**config.mk**
```make
export PLATFORM = sky130hd
export DESIGN_NAME = if_fetch
export DESIGN_NICKNAME = d
export VERILOG_FILES = /design/src/rtl/if_fetch.sv
export SDC_FILE = /design/constraint.sdc
export NUM_CORES = 1
export LEC_CHECK = 0
export ABC_AREA = 0
export CORE_MARGIN = 2
export CORE_UTILIZATION = 45
export CTS_BUF_LIST = sky130_fd_sc_hd__clkbuf_8 sky130_fd_sc_hd__clkbuf_16
export CTS_CLUSTER_DIAMETER = 40
export DETAILED_ROUTE_END_ITERATION = 8
export PLACE_DENSITY = 0.72
export SETUP_SLACK_MARGIN = 0.2
export SLEW_MARGIN = 20
export SYNTH_ARGS = -nofsm -noshare
export SYNTH_HDL_FRONTEND = slang
export SYNTH_SLANG_ARGS = --single-unit
```
**constraint.sdc**
```tcl
create_clock -name clk -period 7.8 [get_ports clk]
set_clock_uncertainty 0.2 [all_clocks]
set_input_delay 2.34 -clock clk [delete_from_list [all_inputs] [get_ports clk]]
set_output_delay 2.34 -clock clk [all_outputs]
set_load 0.01 [all_outputs]
```
**src/rtl/if_fetch.sv**
```systemverilog
// Instruction-fetch stage: one-outstanding request/ack read of instruction memory,
// a small {pc, inst} FIFO, and the registered IF/ID outputs with flush/stall control.
module if_fetch #(
    parameter int DEPTH = 2
) (
    input  logic        clk,
    input  logic        rst,
    input  logic [31:0] pc,
    input  logic        ce,
    input  logic [5:0]  stall,
    input  logic        flush,
    output logic        imem_req,
    output logic [31:0] imem_addr,
    input  logic        imem_ack,
    input  logic [31:0] imem_rdata,
    output logic [31:0] id_pc,
    output logic [31:0] id_inst,
    output logic        id_valid,
    output logic        fetch_stall_req,
    output logic [1:0]  dbg_state
);

    localparam int AW = (DEPTH > 1) ? $clog2(DEPTH) : 1;
    localparam logic [AW:0]   DEPTH_CNT = (AW+1)'(DEPTH);
    localparam logic [AW:0]   CNT_ONE   = (AW+1)'(1);
    localparam logic [AW-1:0] PTR_ONE   = AW'(1);

    typedef enum logic [1:0] {
        S_IDLE = 2'd0,
        S_WAIT = 2'd1,
        S_DROP = 2'd2
    } state_t;

    state_t        state, state_next;
    logic          issue, push, pop;
    logic [31:0]   req_pc;
    logic [31:0]   fifo_pc   [DEPTH];
    logic [31:0]   fifo_inst [DEPTH];
    logic [AW-1:0] wr_ptr, rd_ptr;
    logic [AW:0]   count;
    logic          unused_stall;

    assign unused_stall = ^{stall[5:2], stall[0]};

    // Handshake: imem_req rises on the issue edge and stays high, with imem_addr
    // stable, until the edge that samples imem_ack=1; an ack outside WAIT/DROP is ignored.
    always_comb begin
        state_next = state;
        issue      = 1'b0;
        push       = 1'b0;
        case (state)
            S_IDLE: begin
                if (rst && ce && (count < DEPTH_CNT) && !flush) begin
                    issue      = 1'b1;
                    state_next = S_WAIT;
                end
            end
            S_WAIT: begin
                if (imem_ack) begin
                    push       = !flush;
                    state_next = S_IDLE;
                end else if (flush) begin
                    state_next = S_DROP;
                end
            end
            S_DROP: begin
                if (imem_ack) state_next = S_IDLE;
            end
            default: state_next = S_IDLE;
        endcase
    end

    assign pop             = !flush && !stall[1] && (count != '0);
    assign fetch_stall_req = !issue;
    assign dbg_state       = state;

    always_ff @(posedge clk) begin
        if (!rst) begin
            state     <= S_IDLE;
            imem_req  <= 1'b0;
            imem_addr <= 32'h0;
            req_pc    <= 32'h0;
        end else begin
            state <= state_next;
            if (issue) begin
                imem_req  <= 1'b1;
                imem_addr <= pc;
                req_pc    <= pc;
            end else if (state != S_IDLE && imem_ack) begin
                imem_req <= 1'b0;
            end
        end
    end

    always_ff @(posedge clk) begin
        if (push) begin
            fifo_pc[wr_ptr]   <= req_pc;
            fifo_inst[wr_ptr] <= imem_rdata;
        end
    end

    always_ff @(posedge clk) begin
        if (!rst || flush) begin
            wr_ptr <= '0;
            rd_ptr <= '0;
            count  <= '0;
        end else begin
            if (push) wr_ptr <= wr_ptr + PTR_ONE;
            if (pop)  rd_ptr <= rd_ptr + PTR_ONE;
            if (push && !pop)      count <= count + CNT_ONE;
            else if (!push && pop) count <= count - CNT_ONE;
        end
    end

    // Pop reads the head before any same-cycle push, so an empty FIFO never bypasses.
    always_ff @(posedge clk) begin
        if (!rst) begin
            id_pc    <= 32'h0;
            id_inst  <= 32'h0;
            id_valid <= 1'b0;
        end else if (flush) begin
            id_inst  <= 32'h0;
            id_valid <= 1'b0;
        end else if (!stall[1]) begin
            if (count != '0) begin
                id_pc    <= fifo_pc[rd_ptr];
                id_inst  <= fifo_inst[rd_ptr];
                id_valid <= 1'b1;
            end else begin
                id_inst  <= 32'h0;
                id_valid <= 1'b0;
            end
        end
    end

endmodule
```
==> impl_metrics.py <==
metrics = {
    "critical_path": {
        "cp.required_ns": 5.26,
        "crit_top_cell": "clkdlybuf4s50_1",
        "worst-path-stages": 5,
        "critPathMaxFanout": 2,
        "path_delay_family": "buffers and inverters",
        "cp-endpoint": "fetch_stall_req",
        "slowest_stage": "clkdlybuf4s50_1",
        "cp.arrival_ns": 3.80,
        "path_buf_inv": 3,
        "reg2reg_to": "fifo_pc[0][1]$_DFFE_PP_",
        "rr_worst_depth": 3,
        "start_kind": "input port",
        "reg2reg_slack_ns": 5.11,
        "timing.rr.start": "dbg_state[1]$_SDFFE_PN0P_",
        "cp-startpoint": "ce",
        "max_stage_delay_ns": 0.54,
        "cp_cell_sequence": "clkdlybuf4s50_1 -> and4bb_1 -> and2_1 -> inv_1 -> clkdlybuf4s50_1",
        "crit_type": "in2out",
        "cp-end-kind": "primary output",
    },
    "clock_tree": {
        "cts.sinks": 233,
        "post_cts_resized": 0,
        "path_clk_slew_ns": 0.05,
        "cts_buffers": 31,
        "postCtsSetupRepairBufs": 0,
        "cts_root_buf": "clkbuf_16",
        "cts_tree": "built",
        "hold_buffers": 0,
        "clock_latency_ns": 0.53,
        "cts_buffer_depth": 3,
        "htree_levels": 1,
    },
    "logic_synthesis": {
        "synth.distinct_cells": 33,
        "syn_nets": 744,
        "synthCells": 668,
        "yosysWarningCount": 0,
        "synth_seq_area_share_pct": 69.3,
        "yosys_register_bits": 233,
        "avgSynthCellArea_sq_um": 12.8,
        "netlist_area_sq_mm": 0.00858,
    },
    "sta": {
        "final_hold_viol_count": 0,
        "setup_viol_count_final": 0,
        "hold_slack_ns": 0.262,
        "rsz0062_at_grt": "no",
        "slew_violations": 0,
        "setup_tns_ns": 0,
        "maxSlewHeadroom_pct": 37.5,
        "finalCritPeriodShare_pct": 81.3,
        "fmax_ghz": 0.158,
        "period_minus_slack_ns": 6.34,
        "worstMarginPinSlew_ns": 0.937,
    },
    "grt": {
        "antenna_found_initial": 0,
        "grtUsageTotal_pct": 18.2,
        "grt_max_degree": 70,
        "grt_pass1_vias": 5703,
        "grt_pass1_wl_um": 29300,
        "grt_overflow": 0,
    },
    "flow_run": {
        "cap_viol_max_count": 0,
    },
    "power_and_ir_drop": {
        "combPwrFrac_pct": 3.8,
        "peakVddDrop_v": 0.000182,
        "p_leak_nw": 3.72,
        "p_int_mw": 2.30,
        "seqPwrFrac_pct": 45.4,
        "power_switching_mw": 0.602,
        "pwr-share-clk_pct": 50.8,
        "p_per_area_mw_per_mm2": 253,
        "switching_share_pct": 20.7,
    },
    "routing": {
        "drtAntennaViolNets": 0,
        "route.detailed.drc": 0,
        "drt-total-wl_um": 18600,
        "vias_per_cell": 5.21,
        "drt_pre_antenna_iters": 4,
        "vias": 5660,
        "avgRoutedWirePerCell_um": 17.1,
        "drtIter0Drc": 327,
    },
    "placement": {
        "dpl.hpwl_um": 11300,
        "io_buffers": 170,
        "gp_congestion": 0.749,
    },
    "floorplan": {
        "dieArea_sq_mm": 0.0202,
        "ios": 176,
        "die_x_um": 142,
        "initial_core_util_pct": 45.8,
        "core_area_sq_mm": 0.0187,
        "die_h_um": 142,
        "placementRows": 50,
    },
    "final_layout": {
        "final_cell_mix": "clkdlybuf4s50_1 (168), edfxtp_1 (128), dfxtp_1 (103), nand2_1 (99), o21ai_0 (47)",
        "layout_commonest_cell": "clkdlybuf4s50_1",
        "drive_gt1_share_pct": 12.4,
        "areaGrowthSynthToFinish_pct": 34.2,
        "utilization_pct": 61.5,
        "fin_nets": 904,
        "antenna_cells": 0,
    },
    "status": {
        "status": "complete, no violations",
    },
    "hold_path": {
        "hp-start": "id_inst[25]$_SDFFE_PP0N_",
        "hp-class": "reg2reg",
    },
}
## logic make-up after synthesis
logic type / after synthesis / synth area share (%)
flops: 233 / 69.3
simple gates: 177 / 9.61
compound gates: 135 / 9.12
mux: 66 / 8.19
buf+inv: 52 / 3.20
xor+xnor: 4 / 0.409
fa+ha+maj: 1 / 0.146
## area by class of cell
cell class              instances  area, sq um
clock buffers                  33          815
clock inverters                25          302
multi-input cells             383         2370
well taps                     234          293
repair buffers                178         1770
inverters                       1         3.75
fillers                      1398         7200
flip-flops and latches        233         5950
## worst min-delay path: stages, from the launching register on
cell and delay, ns:
dfxtp_1 0.31, nand2_1 0.06, a21oi_1 0.05
## registers in the layout, indices dropped and copies added (netlist names), named ones only
signal	flops
id_inst	32
fifo_pc	64
wr_ptr	1
id_valid	1
fifo_inst	64
rd_ptr	1
id_pc	32
req_pc	32
dbg_state	2
count	2
imem_req	1
## synthesized netlist by cell type
cell type  instances  area, sq um
mux2_2            32          360
and2_1             2         12.5
ha_1               1         12.5
xnor2_1            2         17.5
buf_2             15         75.1
o211a_1            1         10.0
o21ba_2            1         10.0
nor2b_1            1         6.26
or3_1             33          206
buf_4              2         15.0
and4bb_1           1         12.5
clkbuf_1          27          101
buf_6              7         78.8
nand3_1           31          155
o21ai_1           18         90.1
a21boi_0           3         22.5
xor2_1             2         17.5
o21bai_4           1         18.8
mux2_1             1         11.3
o21ai_0           47          235
nand2b_1           2         12.5
nand2_1           99          372
o21a_1             1         7.51
nor3b_1            1         7.51
nor4b_1            1         8.76
a21oi_1           34          170
and4bb_2           1         12.5
inv_1              1         3.75
edfxtp_1         128         3840
a21boi_1          29          218
mux2i_1           33          330
dfxtp_1          105         2100
nor2_1             5         18.8
## how the worst min path moves through the flow
| stage | end | slack (ns) | depth (start not counted) |
|---|---|---|---|
| global placement | id_inst[22]$_SDFFE_PP0N_ | 0.24 | 2 |
| global route | id_inst[24]$_SDFFE_PP0N_ | 0.28 | 2 |
| floorplan | id_inst[22]$_SDFFE_PP0N_ | 0.28 | 2 |
| finish | id_inst[25]$_SDFFE_PP0N_ | 0.26 | 2 |
| CTS | id_inst[25]$_SDFFE_PP0N_ | 0.26 | 2 |
| detailed placement | id_inst[25]$_SDFFE_PP0N_ | 0.26 | 2 |
## power groups by stage
stage                     sequential [mW]  combinational [mW]  clock [mW]
after global routing                 1.32               0.119        1.55
after detailed placement             1.35               0.111           0
final                                1.32               0.111        1.48
after CTS                            1.32               0.112        1.50
after global placement               1.34               0.108           0
after floorplan                      1.35              0.0376           0
## metrics by stage
step           std cells  cell area (sq um)  total power, mW  setup slack, ns
6_report            1087              11500             2.91             1.46
5_1_grt             1087              11500             2.99             1.44
4_1_cts             1087              11500             2.93             1.46
3_5_place_dp        1029              10400             1.46             1.47
3_3_place_gp        1028              10400             1.45             1.44
2_1_floorplan        668               8580             1.38             1.41
## per-layer routing
layer / global-route usage, % / routed length [um] / vias up
met5: 0 / 0 / -
met1: 22.3 / 7690 / 2729
met3: 4.74 / 1440 / 27
met2: 31.9 / 9120 / 182
li1: - / - / 2722
met4: 5.42 / 345 / 0
Note: power is estimated with default switching activity, not from simulation.
